## src/rtl/fwd_hazard_tracker.sv

```systemverilog
// Forwarding/hazard tracker: shifts in-flight writer records per post-ID stage, produces
// registered operand forward selects, a combinational load-use stall and a stall counter.
module fwd_hazard_tracker #(
    parameter int unsigned REG_AW     = 5,
    parameter int unsigned NUM_SRC    = 2,
    parameter int unsigned FWD_STAGES = 2,
    parameter int unsigned LOAD_LAT   = 1,
    parameter int unsigned CNT_W      = 16,
    localparam int unsigned SEL_W     = $clog2(FWD_STAGES + 1)
) (
    input  logic                      clk,
    input  logic                      reset,
    input  logic                      hold,
    input  logic                      flush,
    input  logic                      id_valid,
    input  logic [NUM_SRC*REG_AW-1:0] id_rs,
    input  logic [NUM_SRC-1:0]        id_rs_used,
    input  logic [REG_AW-1:0]         id_rd,
    input  logic                      id_reg_write,
    input  logic                      id_is_load,
    output logic [NUM_SRC*SEL_W-1:0]  fwd_sel,
    output logic                      stall,
    output logic [CNT_W-1:0]          stall_cnt
);

    typedef struct packed {
        logic              vld;
        logic [REG_AW-1:0] rd;
        logic              is_load;
    } slot_t;

    slot_t                     slot [1:FWD_STAGES];
    slot_t                     new_slot;
    logic [NUM_SRC*SEL_W-1:0]  sel_d;
    logic [NUM_SRC-1:0]        hazard;
    logic                      accept;

    // Scan oldest to youngest so the youngest match overwrites and wins.
    always_comb begin
        sel_d  = '0;
        hazard = '0;
        for (int unsigned i = 0; i < NUM_SRC; i++) begin
            for (int unsigned k = FWD_STAGES; k >= 1; k--) begin
                if (slot[k].vld && id_rs_used[i] && (|id_rs[i*REG_AW +: REG_AW]) &&
                    (id_rs[i*REG_AW +: REG_AW] == slot[k].rd)) begin
                    sel_d[i*SEL_W +: SEL_W] = SEL_W'(k);
                    hazard[i]               = slot[k].is_load && (k <= LOAD_LAT);
                end
            end
        end
    end

    assign stall  = id_valid & ~flush & (|hazard);
    assign accept = id_valid & ~stall & ~flush;

    always_comb begin
        new_slot         = '0;
        new_slot.vld     = accept & id_reg_write & (|id_rd);
        new_slot.rd      = id_rd;
        new_slot.is_load = id_is_load;
    end

    always_ff @(posedge clk or posedge reset) begin
        if (reset) begin
            for (int unsigned k = 1; k <= FWD_STAGES; k++) begin
                slot[k] <= '0;
            end
            fwd_sel   <= '0;
            stall_cnt <= '0;
        end else if (!hold) begin
            for (int unsigned k = 2; k <= FWD_STAGES; k++) begin
                slot[k] <= slot[k-1];
            end
            slot[1] <= new_slot;
            fwd_sel <= accept ? sel_d : '0;
            if (stall && !(&stall_cnt)) begin
                stall_cnt <= stall_cnt + 1'b1;
            end
        end
    end

endmodule

```

## config.mk

```make
export PLATFORM = sky130hd
export DESIGN_NAME = fwd_hazard_tracker
export DESIGN_NICKNAME = d
export VERILOG_FILES = /design/src/rtl/fwd_hazard_tracker.sv
export SDC_FILE = /design/constraint.sdc
export NUM_CORES = 1
export LEC_CHECK = 0
export ABC_AREA = 1
export BUFFER_PORTS_ARGS = -buffer_cell sky130_fd_sc_hd__buf_4
export CORE_MARGIN = 3
export CORE_UTILIZATION = 45
export DETAILED_ROUTE_END_ITERATION = 7
export HOLD_SLACK_MARGIN = 0.05
export PLACE_DENSITY_LB_ADDON = 0.3
export SYNTH_ARGS = -nofsm -noshare
export SYNTH_HDL_FRONTEND = slang
export SYNTH_SLANG_ARGS = --single-unit
```

## constraint.sdc

```tcl
create_clock -name clk -period 2.15 [get_ports clk]
set_input_delay 0.43 -clock clk [delete_from_list [all_inputs] [get_ports clk]]
set_output_delay 0.43 -clock clk [all_outputs]
set_load 0.005 [all_outputs]
```

After elaboration in Yosys (flattened, before gate mapping):

Index checks and enable logic that the tools add are counted.

* output and inout port bits: 21
* register bits after elaboration: 33
* bits of input ports: 24
* logic and storage cells: 48

* reductions and logical operators: 20
* bitwise logic cells: 9
* add/sub/neg operators: 1
* eq/ne operators: 4
* mux-type cells: 7

Operators by type and width (count)
* equality test 5 bit: 4
* adder 16 x 1 -> 16 bit (second input constant): 1
* AND reduction 16 bit: 1
* OR reduction 5 bit: 3
* logical AND 1 bit: 13
* 2-to-1 mux 2 bit: 4
* bitwise AND 1 bit: 6
* 2-to-1 mux 4 bit: 1
* inverter 1 bit: 3
* 2-to-1 mux 1 bit: 2
* AND reduction 2 bit: 1
* OR reduction 2 bit: 1
* logical NOT 1 bit: 1

Depth between registers and ports, before layout:

Gate-level depths: netlist of run 1.

* depth in word-level cells: 11
* gate-level depth with buffers: 12
* mapped depth without buffers: 12

Least setup slack after synthesis of run 1:

No wires, ideal clock.

* path kind: in2out
* from: input port id_rs[2]
* to: output port stall
* required time: 1.720 ns
* path buffers: 0
* arrival time: 1.156 ns
* setup slack: 0.564 ns
* cell stages on the path: 9
* cells stage by stage: inv_1 > nand2_1 > nand2_1 > nand2_1 > nor2_2 > nand3_1 > nand2_4 > nand2_2 > inv_1

* word-level cells in the longest chain between the ends: 6
* elaborated cells on any way between the ends: 7
* classes of those cells: eq/ne (1); mux (1); bitwise (1); reduce/logical (4)

Ends and longest elaborated chain
* start: declaration: line 16 `input logic [NUM_SRC*REG_AW-1:0] id_rs,`
* OR reduction 5 bit: line 44 `if (slot[k].vld && id_rs_used[i] && (|id_rs[i*REG_AW +: REG_AW]) &&`
* logical AND 1 bit: line 44
* logical AND 1 bit (*): line 44
* 2-to-1 mux 1 bit (*): line 44
* OR reduction 2 bit (*): line 53 `assign stall = id_valid & ~flush & (|hazard);`
* bitwise AND 1 bit (*): line 53
* end: declaration: line 22 `output logic stall,`

Every way passes the cells marked *; elsewhere a longest branch is shown, timed or not.

Final worst setup path of run 1:

* from: register slot[11] (netlist bit)
* to: output port stall

* word-level cells in the longest chain between the ends: 5
* elaborated cells on any way between the ends: 8
* classes of those cells: eq/ne (2); mux (2); bitwise (1); reduce/logical (3)

Ends and longest elaborated chain
* start: declaration: line 32 `slot_t slot [1:FWD_STAGES];`
* start signal: indexed assignment: line 72 `slot[k] <= slot[k-1];`
* equality test 5 bit: line 45 `(id_rs[i*REG_AW +: REG_AW] == slot[k].rd)) begin`
* logical AND 1 bit: line 44
* 2-to-1 mux 1 bit: line 44
* OR reduction 2 bit (*): line 53
* bitwise AND 1 bit (*): line 53

Marked as above.

==> results.md, run 1 <==
* Post-DP HPWL at approximately 3.7 mm
* Total CTS buffers at 5
* P_int at between 0.9 and 1 mW
* WS Path Type: reg -> out
* Number of remaining DRC errors at 0
* Clk sinks at 33
* Worst path required time at 1.72 ns
* Synth area leaders: dfrtp_1 39%, nand2_1 21%, inv_1 6.6%
* Die area at around 0.0055 sq mm
* First-pass GRT wire length at about 8.1 mm
* # IOs at 45
* Root buf cell: clkbuf_8
* Clk slew on worst S/H paths at ~0.070 ns
* LEAKAGE at 1.374 nW
* CP max FO at 6
* Std cell rows at 24
* Pins over their slew limit at 0
* Mapped Area at 0.002092 sq mm
* Yosys top cell area share at around 39%
* Yosys warnings at 0
* Non-filler cells, final at 403
* Placed Cells at just under 400
* Gpl congestion at roughly 0.86
* Skew final at 0.007521 ns
* IO buf count at 44
* Async set-reset flop share out of synthesis at 100.0%
* Drt pass-1 iters at 5
* Gr ovfl total at 0
* Synth-to-layout area growth at 25.18%
* Final core occ at 59.33%
* Synthesized instance count at 296
* EDFF count, synth at 0
* H-tree levels at 2
* Final setup viols at 0
* Nets at 375
* Vias in the first global route at roughly 1800
* MaxCap Viol Count at 0
* CP arrival at 1.59 ns
* Avg Inst Size Synth at approximately 7.1 sq um
* Core Box Area at 0.004414 sq mm
* Clk network pwr share at 34.4%
* Setup ws final at roughly 0.13 ns
* Clk_lat worst skew at ~0.28 ns
* Die Wd at 74.18 um
* Setup WS pre-CTS at around 0.25 ns
* Synth area leader: dfrtp_1
* Yosys reg bits at 33
* Net switching power at ~0.36 mW
* Max_slew headroom at slightly below 70%
* Unique masters post-synth at 25
* Diodes inserted at 0
* Tcrit/Tclk final at between 90% and 100%
* Total track usage at approximately a fifth
* CTS tree: yes
* Syn_nets at approximately 320
* Part of the Yosys area used for sequential elements at around two fifths
* Worst-margin pin slew at about 0.48 ns
* CP Capture Type: output pin
* Die H at approximately 74 um
* # hold bufs at CTS at 0
* Net Sw Frac at 27.31%
* CTS Buffer Depth at 2
* Run status: finished, final reports clean
* Initial antenna violation count at 0
* Sequential power share at roughly 52%
* Largest net degree at the start of global routing at 34
* Final min period at between 2 and 2.5 ns
* Via Count at slightly below 2000
* Setup TNS at 0 ns
* Antenna-violating nets left at 0
* Worst hold slack at 0.2315 ns
* Vias/cell at ~4.9
* Worst setup SP type: flop
* Reg2Reg Depth at 9
* Layout cells sized above 1 at 23.08%
* Final Hold Vio Count at 0
* Layout fillers at between 400 and 500
* 1st-iter DRT viols at roughly 110
* Routed WL at approximately 5 mm
* FMAX at a little under 500 MHz
* PwrDens at ~500 mW/mm^2
* Comb pwr share at 13.9%
* Ys flop type: dfrtp_1
* Routed len/inst at ~12 um
* Worst ir drop on vdd at 0.0003809 V
* Starting density of the core at 47.39%
* Worst Hold Class: in -> async
-- cells in the final DEF (no fill, tap or decap), types with 2 or more instances in the layout --
master	Yosys	layout
clkbuf_8	0	5
inv_2	2	2
nand2_1	119	119
nand2_2	2	2
clkinv_2	0	2
nor2_2	5	6
xnor2_1	5	5
o21ai_0	17	17
o22ai_1	4	4
nand4_1	8	8
nand3_1	15	14
nand3_4	2	2
nand3_2	3	4
inv_1	37	37
nor2_4	4	4
nor3_1	6	6
dfrtp_1	33	33
nor2_1	13	12
buf_4	0	51
xor2_1	9	9
-- cells in the mapped netlist, drive strengths merged, types with 2 or more instances --
cell	instances
clkbuf	4
inv	39
xnor2	5
o22ai	4
nand3	20
xor2	9
a21oi	2
nand2	122
nand4	9
nor2	22
dfrtp	33
o21ai	17
nor3	6
-- sequential cells by signal, indices dropped and copies added, names as in the netlist --
name       flops
fwd_sel        4
stall_cnt     16
slot          13
-- per-layer routing --
layer / routed length, um / up-vias / part of all wire (%) / track usage, %
li1: - / 1037 / - / -
met1: 2229 / 892 / 44 / 24.70
met2: 2378 / 49 / 47 / 31.50
met3: 277 / 10 / 5.5 / 4.189
met4: 127 / 0 / 2.5 / 8.048
met5: 0 / - / 0 / 0
-- power groups by stage --
stage | clock (mW) | combinational [mW] | sequential (mW)
after global routing | 0.495 | 0.206 | 0.675
final | 0.447 | 0.181 | 0.673
after global placement | 0 | 0.171 | 0.685
after floorplan | 0 | 0.107 | 0.675
after detailed placement | 0 | 0.172 | 0.684
after CTS | 0.464 | 0.172 | 0.672
-- worst max-delay path, stage by stage (launching register included) --
cell,delay (ns)
dfrtp_1,0.41
inv_1,0.10
a21oi_1,0.13
nand2_1,0.07
nor2_2,0.12
nand3_2,0.10
nand2_4,0.11
nand2_2,0.08
inv_1,0.08
buf_4,0.10
-- final cells by class --
type	count	area, sq um	area share [%]
sequential	33	825.8	31.53
timing repair buffer	51	382.9	14.62
inverter	39	146.4	5.590
tap	52	65.06	2.484
clock buffer	6	72.57	2.771
multi-input combinational	220	1116	42.62
clock inverter	2	10.01	0.3822
-- what timing repair did --
action / 4_1_cts / 5_1_grt
setup buffers: 0 / 6
gates resized for setup: 0 / 3
endpoints found under the setup margin: 0 / 1
-- path summary, 6_finish.rpt --
kind	start	to	slack, ns
hold reg to reg	fwd_sel[0]	fwd_sel[0]	0.50
hold / removal	reset	slot[3]	0.23
max in group asynchronous	reset	fwd_sel[2]	1.60
min in group clk	id_is_load	slot[7]	0.35
setup / recovery	slot[11]	stall	0.13
setup reg to reg	stall_cnt[0]	stall_cnt[5]	0.30
-- stage by stage --
| step | total power [mW] | instance area [sq um] |
|---|---|---|
| final | 1.301 | 2619 |
| after global routing | 1.376 | 2619 |
| after CTS | 1.309 | 2562 |
| after detailed placement | 0.8560 | 2480 |
| after global placement | 0.8558 | 2480 |
| after floorplan | 0.7822 | 2092 |
-- cell families (layout without fill, tap and decap cells) --
group | Yosys count | after routing | share of synthesized area [%]
and+or+nand+nor | 181 | 181 | 40.19
buffers and inverters | 43 | 98 | 7.715
AOI/OAI and AO/OA | 24 | 24 | 6.160
DFF | 33 | 33 | 39.47
adders and majority gates | 1 | 1 | 0.5980
xor gates and xnor gates | 14 | 14 | 5.861
No activity file was read; power rests on OpenSTA's default activity.
==> run 2, diff against run 1 <==
--- a/config.mk
+++ b/config.mk
@@ -12,6 +12,7 @@
 export DETAILED_ROUTE_END_ITERATION = 7
 export HOLD_SLACK_MARGIN = 0.05
 export PLACE_DENSITY_LB_ADDON = 0.3
+export RECOVER_POWER = 25
 export SYNTH_ARGS = -nofsm -noshare
 export SYNTH_HDL_FRONTEND = slang
 export SYNTH_SLANG_ARGS = --single-unit
==> constraint.sdc (replaced) <==
create_clock -name clk -period 1.9 [get_ports clk]
set_input_delay 0.38 -clock clk [delete_from_list [all_inputs] [get_ports clk]]
set_output_delay 0.38 -clock clk [all_outputs]
set_load 0.005 [all_outputs]
==> results.md, run 2 (synthesized netlist as in run 1, its figures left out) <==
* Skew final at 0.003966 ns (was 0.007521 ns)
* Top delay family on crit path: simple AND/OR/NAND/NOR gates (unchanged)
* Worst path bufs/invs at 3 (unchanged)
* Vias in the first global route at 1919 (was 1768)
* Crit-path slowest cell: dfrtp_1 (unchanged)
* Synth-to-layout area growth at 28.95% (was 25.18%)
* Critical path depth at 10 (was 9)
* Initial antenna violation count at 0 (unchanged)
* 1st-iter DRT viols at 123 (was 113)
* Final min period at ~1.9 ns
* LEAKAGE at 1.409 nW (was 1.374 nW)
* Worst hold slack at 0.3023 ns (was 0.2315 ns)
* HP Start: id_is_load
* H-tree levels at 2 (unchanged)
* CP endpoint: stall (unchanged)
* # IOs at 45 (unchanged)
* PwrDens at 556.6 mW/mm^2 (was 497.0 mW/mm^2)
* Via Count at 2035 (was 1988)
* IO buf count at 44 (unchanged)
* Starting density of the core at 47.39% (unchanged)
* Nets at 382 (was 375)
* Setup TNS at 0 ns (unchanged)
* CP Capture Type: output pin (unchanged)
* FF-to-FF Start: slot[10] (was stall_cnt[0])
* Die area at 0.005503 sq mm (unchanged)
* Clk sinks at 33 (unchanged)
* Routed len/inst at 12.47 um (was 12.44 um)
* # hold bufs at CTS at 0 (unchanged)
* Max incr delay on CP at 0.41 ns (about the same)
* Number of remaining DRC errors at 0 (unchanged)
* Reg2Reg Depth at 11 (was 9)
* Std cell rows at 24 (unchanged)
* Worst Hold Class: in -> reg (was in -> async)
* Total power at 1.502 mW (was 1.301 mW)
* CP dominant cell by count: nand2_1 (was inv_1)
* Max_slew headroom at 44.65% (was 67.65%)
* Pins over their slew limit at 0 (unchanged)
* Largest register FFs at 16 (unchanged)
* Post-DP HPWL at 3.693 mm (was 3.708 mm)
* Gpl congestion at 0.9304 (was 0.8608)
* Largest net degree at the start of global routing at 34 (unchanged)
* Diodes inserted at 0 (unchanged)
* CTS tree: yes (unchanged)
* Total CTS buffers at 5 (unchanged)
* Worst setup SP type: flop (unchanged)
* RSZ-0062 raised after global routing: yes
* Slack of the worst reg-to-reg path at 0.12 ns (was 0.30 ns)
* Clk_lat worst skew at 0.29 ns (was 0.28 ns)
* Die H at 74.18 um (unchanged)
* Final core occ at 61.11% (was 59.33%)
* Total track usage at 20.05% (was 19.26%)
* Crit path cell chain: inv_1 -> nand2_1 -> nand2_1 -> nand2_1 -> nor2_2 -> nand3_2 -> nand2_4 -> nand2_4 -> inv_2 -> buf_6 (was inv_1 -> a21oi_1 -> nand2_1 -> nor2_2 -> nand3_2 -> nand2_4 -> nand2_2 -> inv_1 -> buf_4)
* Biggest register: stall_cnt (unchanged)
* Core Box Area at 0.004414 sq mm (unchanged)
* Drt pass-1 iters at 4 (was 5)
* WS Path Type: reg -> out (unchanged)
* Clk slew on worst S/H paths at 0.06 ns (was 0.07 ns)
* Final Hold Vio Count at 0 (unchanged)
* Commonest non-fill, non-tap cell in the layout: nand2_1 (unchanged)
* FMAX at 530.5 MHz
* Layout cells sized above 1 at 26.82% (was 23.08%)
* Biggest regs: stall_cnt: 16 flops, slot: 13 flops, fwd_sel: 4 flops (unchanged)
* Die Wd at 74.18 um (unchanged)
* Vias/cell at 4.963 (was 4.933)
* First-pass GRT wire length at 8.507 mm (was 8.086 mm)
* Root buf cell: clkbuf_8 (unchanged)
* Antenna-violating nets left at 0 (unchanged)
* Worst-margin pin slew at 0.8303 ns (was 0.4847 ns)
* Final setup viols at 0 (unchanged)
* Tcrit/Tclk final at between 90 and 100%
* CP max FO at 4 (was 6)
* Reg-to-Reg End: stall_cnt[2] (was stall_cnt[5])
* Gr ovfl total at 0 (unchanged)
* CP arrival at 1.51 ns (was 1.59 ns)
* CP Launch Point: slot[10] (was slot[11])
* Routed WL at 5.113 mm (was 5.013 mm)
* Worst ir drop on vdd at 0.0003661 V (was 0.0003809 V)
* Run status: finished, final reports clean (unchanged)
* CTS Buffer Depth at 2 (unchanged)
* Worst path required time at 1.52 ns (was 1.72 ns)
* Commonest cells after routing, fill and taps aside: 115 x nand2_1, 54 x buf_4, 33 x inv_1 (was 119 x nand2_1, 51 x buf_4, 37 x inv_1)
* MaxCap Viol Count at 0 (unchanged)
run 2: cell types whose count changed in the layout (fill, tap and decap cells not counted), moves of 2 or more:
cell / before / now
inv_1: 37 / 33
inv_2: 2 / 6
nand2_1: 119 / 115
buf_4: 51 / 54
nand2_2: 2 / 5
buf_6: 0 / 2
clkbuf_1: 1 / 3
clkinv_2: 2 / 0
run 2: layout make-up:
type / instances / area (sq um)
Timing Repair Buffer: 58 / 440.4
Fill cell: 414 / 1717
Tap cell: 52 / 65.06
Inverter: 39 / 146.4
Sequential cell: 33 / 827.0
Clock buffer: 8 / 80.08
Multi-Input combinational cell: 220 / 1139
run 2: tightest hold or removal path, cell delays in order:
cell and delay, ns:
buf_4 0.08, nand2_1 0.05, nand2_1 0.05
run 2: per-stage QoR:
stage | setup WS (ns) | area, sq um | cells
after floorplan | 0.3499 | 2092 | 296
after global placement | 0.1073 | 2510 | 393
after detailed placement | 0.08678 | 2510 | 393
after CTS | 0.00006972 | 2648 | 406
after global routing | -0.1138 | 2698 | 410
final | 0.01485 | 2698 | 410
run 2: worst min-delay path by stage:
stage               depth (start not counted)            to
detailed placement                          2    fwd_sel[0]
CTS                                         3  stall_cnt[7]
global placement                            2    fwd_sel[0]
floorplan                                   2       slot[6]
finish                                      3       slot[7]
global route                                3       slot[7]
run 2: power by group:
part           internal (mW)  leakage [nW]  switching, mW
logic                  0.102         0.934          0.128
registers              0.730         0.436         0.0308
clock network          0.260        0.0395          0.250
total                   1.09          1.41          0.409
run 2: layer usage:
metal  vias up  GRT usage (%)  part of all wire, %  routed length, um
met5         -              0                    0                  0
met4         0          7.243                  1.2                 61
met3         7          4.054                  4.6                237
met2        39          33.96                   51               2614
met1       935          25.34                   43               2200
li1       1054              -                    -                  -
run 2: what timing repair did:
item / in CTS / in global routing
endpoints found under the setup margin: 1 / 11
pin swaps: 3 / 8
hold endpoints to repair: 0 / 0
resized for setup: 8 / 9
buffers inserted: 5 / 4
==> run 3, diff against run 2 <==
--- a/config.mk
+++ b/config.mk
@@ -12,7 +12,7 @@
 export DETAILED_ROUTE_END_ITERATION = 7
 export HOLD_SLACK_MARGIN = 0.05
 export PLACE_DENSITY_LB_ADDON = 0.3
-export RECOVER_POWER = 25
+export RECOVER_POWER = 100
 export SYNTH_ARGS = -nofsm -noshare
 export SYNTH_HDL_FRONTEND = slang
 export SYNTH_SLANG_ARGS = --single-unit
==> results.md, run 3 (synthesized netlist as in run 1, its figures left out) <==
* Worst Hold Class: in -> reg (unchanged)
* Run status: finished, final reports clean (unchanged)
* Skew final at 0.004402 ns (was 0.003966 ns)
* Multi-input combinational cell area at 0.001139 sq mm (unchanged)
* First-pass GRT wire length at 8.507 mm (unchanged)
* Biggest regs: stall_cnt: 16 flops, slot: 13 flops, fwd_sel: 4 flops (unchanged)
* Synth-to-layout area growth at 28.95% (unchanged)
* Commonest cells after routing, fill and taps aside: 115 x nand2_1, 53 x buf_4, 34 x inv_1 (was 115 x nand2_1, 54 x buf_4, 33 x inv_1)
* 1st-iter DRT viols at 123 (unchanged)
* CP Capture Type: output pin (unchanged)
* Placed Cells at 393 (unchanged)
* Commonest non-fill, non-tap cell in the layout: nand2_1 (unchanged)
* RSZ-0062 raised after global routing: yes (unchanged)
* CTS Buffer Depth at 2 (unchanged)
* Diodes inserted at 0 (unchanged)
* Clk slew on worst S/H paths at 0.06 ns (about the same)
* MaxCap Viol Count at 0 (unchanged)
* Post-DP HPWL at 3.693 mm (unchanged)
* Largest net degree at the start of global routing at 34 (unchanged)
* # IOs at 45 (unchanged)
* Worst ir drop on vdd at 0.0003659 V (was 0.0003661 V)
* CP max FO at 4 (unchanged)
* Setup ws final at 0.02036 ns (was 0.01485 ns)
* IO buf count at 44 (unchanged)
* # hold bufs at CTS at 0 (unchanged)
* Non-filler cells, final at 410 (unchanged)
* Final min period at 1.880 ns (was 1.885 ns)
* Starting density of the core at 47.39% (unchanged)
* Layout cells sized above 1 at 26.54% (was 26.82%)
* Core Box Area at 0.004414 sq mm (unchanged)
* Gpl congestion at 0.9304 (unchanged)
* Number of remaining DRC errors at 0 (unchanged)
* Setup WS pre-CTS at 0.08678 ns (unchanged)
* Final core occ at 61.11% (unchanged)
* CTS tree: yes (unchanged)
* Vias/cell at 4.939 (was 4.963)
* Die Wd at 74.18 um (unchanged)
* H-tree levels at 2 (unchanged)
* Worst path required time at 1.52 ns (about the same)
* Routed len/inst at 12.46 um (was 12.47 um)
* PwrDens at 556.1 mW/mm^2 (was 556.6 mW/mm^2)
* Std cell rows at 24 (unchanged)
* Setup TNS at 0 ns (unchanged)
* Layout fillers at 414 (unchanged)
* FMAX at 532.0 MHz (was 530.5 MHz)
* Root buf cell: clkbuf_8 (unchanged)
* Drt pass-1 iters at 4 (unchanged)
* Final Hold Vio Count at 0 (unchanged)
* Vias in the first global route at 1919 (unchanged)
* GRT met3 Usage at 4.054% (unchanged)
* Max_slew headroom at 44.66% (was 44.65%)
* Final setup viols at 0 (unchanged)
* Total CTS buffers at 5 (unchanged)
* Clk_lat worst skew at 0.29 ns (about the same)
* LEAKAGE at 1.409 nW (about the same)
* Antenna-violating nets left at 0 (unchanged)
* Biggest register: stall_cnt (unchanged)
* Tcrit/Tclk final at 98.93% (was 99.22%)
* Largest register FFs at 16 (unchanged)
* Pins over their slew limit at 0 (unchanged)
* Total track usage at 20.05% (unchanged)
* Die area at 0.005503 sq mm (unchanged)
* Met2 Track Usage GR at 33.96% (unchanged)
* Top Usage Layer GRT: met2 (unchanged)
* Clk sinks at 33 (unchanged)
* Routed WL at 5.108 mm (was 5.113 mm)
* Register Area at 827.0 sq um (unchanged)
* Gr ovfl total at 0 (unchanged)
* Worst setup SP type: flop (unchanged)
* Nets at 382 (unchanged)
* WS Path Type: reg -> out (unchanged)
* Worst-margin pin slew at 0.8300 ns (was 0.8303 ns)
* Met1 Use GR at 25.34% (unchanged)
* Worst hold slack at 0.3022 ns (was 0.3023 ns)
* Via Count at 2025 (was 2035)
* Die H at 74.18 um (unchanged)
* Initial antenna violation count at 0 (unchanged)
* CP arrival at 1.50 ns (was 1.51 ns)
[run 3: changes by cell type in the layout (fill, tap and decap cells not counted)]
cell,previous run,this run
inv_1,33,34
inv_2,6,5
buf_4,54,53
clkbuf_4,1,2
[run 3: final cells by class]
| type | instances | area share, % |
|---|---|---|
| repair buffers | 58 | 16.33 |
| multi-input cells | 220 | 42.21 |
| well taps | 52 | 2.412 |
| flip-flops and latches | 33 | 30.66 |
| inverters | 39 | 5.427 |
| clock buffers | 8 | 2.968 |
[run 3: timing repair]
action,in CTS,in global routing
endpoints found under the setup margin,1,11
setup buffers,5,4
gates resized for setup,8,9
pin swaps,3,8
[run 3: routing by layer]
layer  wire length [um]  vias up
met5                  0        -
met4                 61        0
met3                211        7
met2               2613       35
met1               2222      928
li1                   -     1055
[run 3: final timing paths]
check / endpoint / slack (ns) / startpoint / cells past startpoint
max in group asynchronous: slot[11] / 1.00 / reset / 3
min in group asynchronous: slot[11] / 0.34 / reset / 3
max: stall / 0.02 / slot[12] / 10
min: slot[7] / 0.30 / id_is_load / 3
max reg2reg: stall_cnt[2] / 0.13 / slot[12] / 11
min reg2reg: fwd_sel[0] / 0.49 / fwd_sel[0] / 2
[run 3: per-stage QoR]
| step | instance area [sq um] | power (mW) |
|---|---|---|
| 5_1_grt | 2698 | 1.582 |
| 2_1_floorplan | 2092 | 0.8851 |
| 6_report | 2698 | 1.500 |
| 3_3_place_gp | 2510 | 0.9705 |
| 3_5_place_dp | 2510 | 0.9713 |
| 4_1_cts | 2648 | 1.504 |
[run 3: critical path: stages (launching register included)]
cell and delay, ns:
dfrtp_1 0.42, buf_6 0.12, nand2_2 0.04, nand2_1 0.05, nand2_1 0.06, nor2_2 0.15, nand3_2 0.10, nand2_4 0.09
nand2_4 0.05, inv_2 0.06, buf_6 0.08
[run 3: power breakdown]
group	internal, mW	total, mW	switching (mW)	leakage (nW)
clock	0.260	0.509	0.249	0.0395
combinational	0.102	0.230	0.128	0.934
sequential	0.730	0.760	0.0304	0.436
